**src/rtl/div_128_64.sv**
```systemverilog
// Sequential restoring divider: 2*WIDTH-bit dividend / WIDTH-bit divisor,
// one quotient bit per clock, start/done handshake with error detection.
module div_128_64 #(
  parameter int WIDTH = 64
) (
  input  logic                 clk,
  input  logic                 rst_n,
  input  logic                 start,
  input  logic [2*WIDTH-1:0]   dividend,
  input  logic [WIDTH-1:0]     divisor,
  output logic                 busy,
  output logic                 done,
  output logic [WIDTH-1:0]     quotient,
  output logic [WIDTH-1:0]     remainder,
  output logic                 div_by_zero,
  output logic                 overflow
);

  localparam int CW = (WIDTH > 1) ? $clog2(WIDTH) : 1;

  typedef enum logic [1:0] {
    IDLE = 2'd0,
    CALC = 2'd1,
    DONE = 2'd2
  } state_e;

  state_e           state_q, state_d;
  logic [WIDTH-1:0] rem_q, rem_d;
  logic [WIDTH-1:0] quo_q, quo_d;
  logic [WIDTH-1:0] dvs_q, dvs_d;
  logic [CW-1:0]    cnt_q, cnt_d;
  logic             busy_q, busy_d;
  logic             done_q, done_d;
  logic             dbz_q, dbz_d;
  logic             ovf_q, ovf_d;

  logic [WIDTH:0]   shift_s;
  logic             ge_s;
  logic [WIDTH-1:0] dvd_hi_s, dvd_lo_s;

  // One restoring step: shift {R,Q} left, subtract divisor when it fits.
  always_comb begin
    dvd_hi_s = dividend[2*WIDTH-1:WIDTH];
    dvd_lo_s = dividend[WIDTH-1:0];
    shift_s  = {rem_q, quo_q[WIDTH-1]};
    ge_s     = (shift_s >= {1'b0, dvs_q});
  end

  // Next-state and datapath update for IDLE/CALC/DONE.
  always_comb begin
    state_d = state_q;
    rem_d   = rem_q;
    quo_d   = quo_q;
    dvs_d   = dvs_q;
    cnt_d   = cnt_q;
    busy_d  = 1'b0;
    done_d  = 1'b0;
    dbz_d   = dbz_q;
    ovf_d   = ovf_q;
    case (state_q)
      IDLE, DONE: begin
        if (start) begin
          dvs_d = divisor;
          cnt_d = {CW{1'b0}};
          if (divisor == {WIDTH{1'b0}}) begin
            state_d = DONE;
            done_d  = 1'b1;
            quo_d   = {WIDTH{1'b1}};
            rem_d   = dvd_lo_s;
            dbz_d   = 1'b1;
            ovf_d   = 1'b0;
          end else if (dvd_hi_s >= divisor) begin
            // Quotient would need more than WIDTH bits.
            state_d = DONE;
            done_d  = 1'b1;
            quo_d   = {WIDTH{1'b1}};
            rem_d   = {WIDTH{1'b0}};
            dbz_d   = 1'b0;
            ovf_d   = 1'b1;
          end else begin
            state_d = CALC;
            busy_d  = 1'b1;
            rem_d   = dvd_hi_s;
            quo_d   = dvd_lo_s;
            dbz_d   = 1'b0;
            ovf_d   = 1'b0;
          end
        end else begin
          state_d = IDLE;
        end
      end
      CALC: begin
        // The true difference is below the divisor, so WIDTH bits suffice.
        if (ge_s) begin
          rem_d = shift_s[WIDTH-1:0] - dvs_q;
          quo_d = {quo_q[WIDTH-2:0], 1'b1};
        end else begin
          rem_d = shift_s[WIDTH-1:0];
          quo_d = {quo_q[WIDTH-2:0], 1'b0};
        end
        cnt_d = cnt_q + CW'(1);
        if (cnt_q == CW'(WIDTH - 1)) begin
          state_d = DONE;
          done_d  = 1'b1;
        end else begin
          busy_d  = 1'b1;
        end
      end
      default: begin
        state_d = IDLE;
      end
    endcase
  end

  // State and datapath registers.
  always_ff @(posedge clk or negedge rst_n) begin
    if (!rst_n) begin
      state_q <= IDLE;
      rem_q   <= {WIDTH{1'b0}};
      quo_q   <= {WIDTH{1'b0}};
      dvs_q   <= {WIDTH{1'b0}};
      cnt_q   <= {CW{1'b0}};
      busy_q  <= 1'b0;
      done_q  <= 1'b0;
      dbz_q   <= 1'b0;
      ovf_q   <= 1'b0;
    end else begin
      state_q <= state_d;
      rem_q   <= rem_d;
      quo_q   <= quo_d;
      dvs_q   <= dvs_d;
      cnt_q   <= cnt_d;
      busy_q  <= busy_d;
      done_q  <= done_d;
      dbz_q   <= dbz_d;
      ovf_q   <= ovf_d;
    end
  end

  assign busy        = busy_q;
  assign done        = done_q;
  assign quotient    = quo_q;
  assign remainder   = rem_q;
  assign div_by_zero = dbz_q;
  assign overflow    = ovf_q;

endmodule

```
**config.mk**
```make
export PLATFORM = sky130hd
export DESIGN_NAME = div_128_64
export DESIGN_NICKNAME = d
export VERILOG_FILES = /design/src/rtl/div_128_64.sv
export SDC_FILE = /design/constraint.sdc
export NUM_CORES = 1
export LEC_CHECK = 0
export CAP_MARGIN = 20
export CORE_MARGIN = 2
export CORE_UTILIZATION = 40
export CTS_CLUSTER_SIZE = 14
export DETAILED_ROUTE_END_ITERATION = 10
export PLACE_DENSITY = 0.68
export SYNTH_ARGS = -nofsm -noshare
export SYNTH_HDL_FRONTEND = slang
export SYNTH_SLANG_ARGS = --single-unit
```
**constraint.sdc**
```tcl
create_clock -name clk -period 3.09 [get_ports clk]
set_input_delay 0.618 -clock clk [delete_from_list [all_inputs] [get_ports clk]]
set_output_delay 0.618 -clock clk [all_outputs]
set_load 0.02 [all_outputs]
```
* Word level (Yosys, flattened, before mapping) *
Index checks and enable logic that the tools add are counted.

operators by class
  add/sub/neg operators = 2
  magnitude comparators = 2
  eq/ne operators = 5
  muxes and demuxes = 29
  reduce and logical (&&, ||, !) cells = 6

operators with widths
  kind                                                             number
  64-bit 2-to-1 mux                                                7
  64-bit one-hot mux with 2 select lines                           2
  65-bit by 64-bit >= comparator with 1-bit output                 1
  64-bit >= comparator                                             1
  64-bit logical NOT                                               1
  64-bit subtractor                                                1
  6-bit one-hot mux with 2 select lines                            1
  1-bit 2-to-1 mux                                                 11
  2-bit 2-to-1 mux                                                 4
  6-bit by 1-bit adder with 6-bit output, second input constant    1
  6-bit == test, second input constant                             1
  6-bit 2-to-1 mux                                                 1
  2-bit != test, second input constant                             2
  1-bit one-hot mux with 2 select lines                            2
  2-bit one-hot mux with 2 select lines                            1
  2-bit AND reduction                                              2
  2-bit by 1-bit == test with 1-bit output, second input constant  1
  2-bit == test, second input constant                             1
  2-bit logical NOT                                                1
  2-bit nonzero test                                               1
  2-bit OR reduction                                               1

word-level totals
  flip-flop bits (word level) = 204
  input port bits = 195
  output and inout port bits = 132
  word-level logic and storage cells = 53

* Logic depth before layout (Yosys ltp) *
  depth in word-level cells = 5
  depth in mapped cells = 15
  gate-level depth less buffers = 13

* Worst setup path before layout *
No wires, ideal clock.

  kind = input to register
  start point = in divisor[43]
  end point = reg rem_q[51], in the netlist remainder[51]
  setup time = 0.143 ns
  data arrival time = 2.931 ns
  required time = 2.947 ns
  path slack = 0.016 ns
  stages = 13
  path buffers = 1
  path through = inv_1 -> ha_1 -> and4_1 -> nor4b_1 -> nand3_1 -> a211o_1 -> a31oi_1 -> nor3_2 -> nand2_1 -> nor2_1 -> buf_2 -> a222oi_1 -> o211ai_1

on the way
  word-level cells in the longest chain between the ends = 5
  elaborated cells on any way between the ends = 6
  those cells by class = 1 x order compare; 4 x mux; 1 x reduce/logical

RTL lines
  item                                        RTL line  source
  start, declared                             10        input logic [WIDTH-1:0] divisor,
  64-bit >= comparator                        72        end else if (dvd_hi_s >= divisor) begin
  64-bit 2-to-1 mux                           72
  64-bit 2-to-1 mux (*)                       65        if (divisor == {WIDTH{1'b0}}) begin
  64-bit 2-to-1 mux (*)                       62        if (start) begin
  64-bit one-hot mux with 2 select lines (*)  60        case (state_q)
  end signal, assigned                        119       rem_q <= {WIDTH{1'b0}};
  end signal, assigned                        129       rem_q <= rem_d;
  end, declared                               28        logic [WIDTH-1:0] rem_q, rem_d;

Mark *: on every way between the ends. The rest lies on a longest branch, timed or not. The select of a mux whose other input is x is not followed.
A chain may end at the register's enable or synchronous reset.

* Final worst setup path *
  start point = reg rem_q[2], in the netlist remainder[2]
  end point = reg rem_q[56], in the netlist remainder[56]

on the way
  word-level cells in the longest chain between the ends = 3
  elaborated cells on any way between the ends = 4
  those cells by class = 1 x add/sub; 1 x order compare; 2 x mux

RTL lines
  item                                                                                   RTL line  source
  64-bit subtractor or 65-bit by 64-bit >= comparator with 1-bit output (tied branches)  95, 46
  64-bit 2-to-1 mux (*)                                                                  94        if (ge_s) begin
  64-bit one-hot mux with 2 select lines (*)                                             60

Mark *: on every way between the ends. The rest lies on a longest branch, timed or not.

==> flow_summary.toml <==
[sta]
hold_viol_final = 0
min_period_ns = 3.227
slew-limit-headroom_pct = 46.51
post-route-period-util_pct = 104.4
rsz0062_at_grt = "true"
tightest_slew_ns = 0.8024
setup_viol = 32
fmax_mhz = 309.9
slew_viol_final = 0
timing.final.ws_setup_ns = -0.1372
fin_worst_skew_ns = 0.009669

[worst_setup_path]
cpMostUsedCell = "buf_6"
worstSetupEndpointType = "register"
crit_slowest_cell = "a2111o_1"
cp_max_fo = 5
required_ns = 3.52
arrival_ns = 3.65
cpPeakStageDelay_ns = 0.42
startpoint_type = "register"
cp_top_family = "compound AO/OA/AOI/OAI gates"
path_cells = "ha_4, buf_6, o211ai_1, a21oi_4, o311a_1, a21o_1, buf_6, a2111o_1, nand4_1, a311oi_2, xor2_1, mux2i_1, o21ai_1"
critPathBufInv = 2
path_class = "reg -> reg"

[synth]
netlist.area_leader.share_pct = 33.26
ys_ff_latch = 204
yosysMostFrequentCell = "nand2_1"
async_reset_ff_share_pct = 100.0
synth_area_um2 = 15350
syn_inst = 1936
synth_common_cells = "255 x nand2_1, 204 x dfrtp_1, 153 x nor2_1"
synth_area_per_cell_um2 = 7.929
synth.area.top_cells = "dfrtp_1 33%, ha_1 11%, nand2_1 6.2%, o21ai_0 4.8%, a21oi_1 4.7%"
synth_edf_count = 0
syn_nets = 2261
ys_seq_area_share_pct = 33.26
ys.flop_type = "dfrtp_1"
yosysUniqueCellTypes = 77
yosys.area.top_type = "dfrtp_1"
ys_warn_count = 0

[floorplan]
core_um2 = 37760
rows = 71
die_w_um = 199.9
io_pins = 327
die_area_um2 = 39960
die_y_um = 199.9
start_util_pct = 40.66

[cells_and_area]
final_area_um2 = 25120
layout.cells.non_filler = 3200
finalNetCount = 2997
utilization_pct = 66.54
drive_gt1_share_pct = 31.25
final.fill_count = 3132
area_delta_synth_final_pct = 63.67

[detailed_routing]
wire_per_inst_um = 22.92
vias = 18730
ant_nets = 0
drc = 0
first_pass_iters = 6
routed_wl_mm = 73.34
vias_per_cell = 5.853
drt_iter0_markers = 1804

[min_path]
hold_path.class = "in -> async"

[clock_network]
cts.sinks = 204
cts_tree = "done"
clockRootBuffer = "clkbuf_16"
clock_path_buffers = 3
path_clk_slew_ns = 0.06
clkLatencyLatePin_ns = 0.56
h-tree-depth = 1
cts_buffers = 26

[global_route]
overflow = 0
grt_pass1_wl_mm = 106.2
grt_antenna_before_repair = 2
grtUsageTotal_pct = 34.98
grt_pass1_vias = 18360
grt_max_degree = 170

[status]
violations = "setup timing"
status = "finished, violations left"

[power]
p_per_area_nw_per_um2 = 1365
leakagePower_uw = 0.01134
vdd_ir_drop_max_mv = 0.6382

[placement]
place_congestion = 0.9973
dp_hpwl_mm = 54.37
placed_area_um2 = 22340
numPortBuffers = 326
dp_cells = 3104

[flow_run]
maxCapViolations = 0
logic make-up (layout without fill, tap and decap cells):
| kind of cell | count (synthesis) | after routing | share of synthesized area [%] |
|---|---|---|---|
| buf+inv | 269 | 1021 | 6.904 |
| mux | 14 | 14 | 0.9293 |
| fa+ha+maj | 130 | 130 | 10.65 |
| flops | 204 | 204 | 33.26 |
| compound gates | 592 | 592 | 25.18 |
| other cells | 0 | 1 | 0 |
| simple gates | 672 | 672 | 19.95 |
| xor+xnor | 55 | 55 | 3.138 |
what timing repair did:
item | 4_1_cts | 5_1_grt
resized for setup | 341 | 267
cloned | 1 | 6
pin swaps | 78 | 77
setup buffers | 25 | 24
hold buffers | 0 | 0
endpoints found under the setup margin | 134 | 128
path summary, 6_finish.rpt:
kind	start	to	slack, ns	depth (start not counted)
worst min-delay path	rst_n	quotient[16]$_DFFE_PN0P_	0.07	1
worst max register to register	remainder[2]$_DFFE_PN0P_	remainder[56]$_DFFE_PN0P_	-0.14	13
min in group clk	divisor[50]	dvs_q[50]$_DFFE_PN0P_	0.30	3
worst max-delay path	remainder[2]$_DFFE_PN0P_	remainder[56]$_DFFE_PN0P_	-0.14	13
max in group asynchronous	rst_n	remainder[31]$_DFFE_PN0P_	2.21	2
worst min register to register	overflow$_DFFE_PN0P_	overflow$_DFFE_PN0P_	0.50	2
worst reg2reg max path: cells and delay by family (launching register included):
kind,cells,cell delay (ns)
adders and majority gates,1,0.28
buffers and inverters,2,0.27
muxes,1,0.23
DFF,1,0.41
AOI/OAI and AO/OA,7,1.57
and+or+nand+nor,1,0.16
xor gates and xnor gates,1,0.20
cell usage in the layout (no fill, tap or decap), types with 18 or more instances in the layout:
master	n
a21o_1	44
a21oi_1	116
a21oi_2	21
a222oi_1	30
buf_2	25
buf_4	454
buf_6	39
clkbuf_16	30
clkbuf_2	22
clkdlybuf4s50_1	234
dfrtp_1	203
dlymetal6s2s_1	18
ha_1	75
ha_4	49
inv_1	119
inv_2	27
nand2_1	243
nand3_1	57
nand4_1	33
nor2_1	140
nor3_1	71
nor4_1	18
o211ai_1	20
o21ai_0	112
o21ai_1	41
o31ai_1	69
xnor2_1	31
xor2_1	22
per-stage QoR:
step	power [µW]	worst slack, ns	TNS, ns	hold slack (ns)
2_1_floorplan	17150	0.01567	0	0.3224
3_3_place_gp	26730	-1.656	-176.01	0.4675
3_5_place_dp	27070	-1.709	-188.18	0.4749
4_1_cts	31540	-0.04824	-0.2798	0.08166
5_1_grt	36340	-0.2157	-6.905	0.1086
6_report	34290	-0.1372	-1.239	0.07022
flip-flops by register name, indices dropped and copies added, names as in the netlist, 2 cells and up:
signal,cells
dvs_q,64
quotient,64
remainder,64
cnt_q,6
state_q,2
power breakdown:
part | total, µW | leakage, µW | internal (µW) | switching (µW)
Clock | 3230 | 0.000423 | 1940 | 1290
Combinational | 26000 | 0.00842 | 12200 | 13900
Sequential | 5050 | 0.00250 | 4070 | 977
Total | 34300 | 0.0113 | 18200 | 16100
area by class of cell:
| type | instances | area (µm²) | share of cell area (%) |
|---|---|---|---|
| Multi-Input combinational cell | 1463 | 10660 | 42.43 |
| Timing Repair Buffer | 830 | 7276 | 28.96 |
| Sequential cell | 204 | 5106 | 20.32 |
| Clock buffer | 33 | 706.9 | 2.814 |
| Tap cell | 511 | 639.4 | 2.545 |
| Inverter | 147 | 554.3 | 2.206 |
| Clock inverter | 11 | 177.7 | 0.7072 |
| Antenna cell | 1 | 2.502 | 0.009961 |
layer usage:
| layer | global-route usage, % | wire length, µm | up-vias |
|---|---|---|---|
| li1 | - | - | 8462 |
| met1 | 44.40 | 28720 | 8959 |
| met2 | 57.14 | 33260 | 1063 |
| met3 | 4.788 | 6355 | 243 |
| met4 | 20.47 | 5001 | 2 |
| met5 | 0 | 4 | - |
Note: power is estimated with default switching activity, not from simulation.
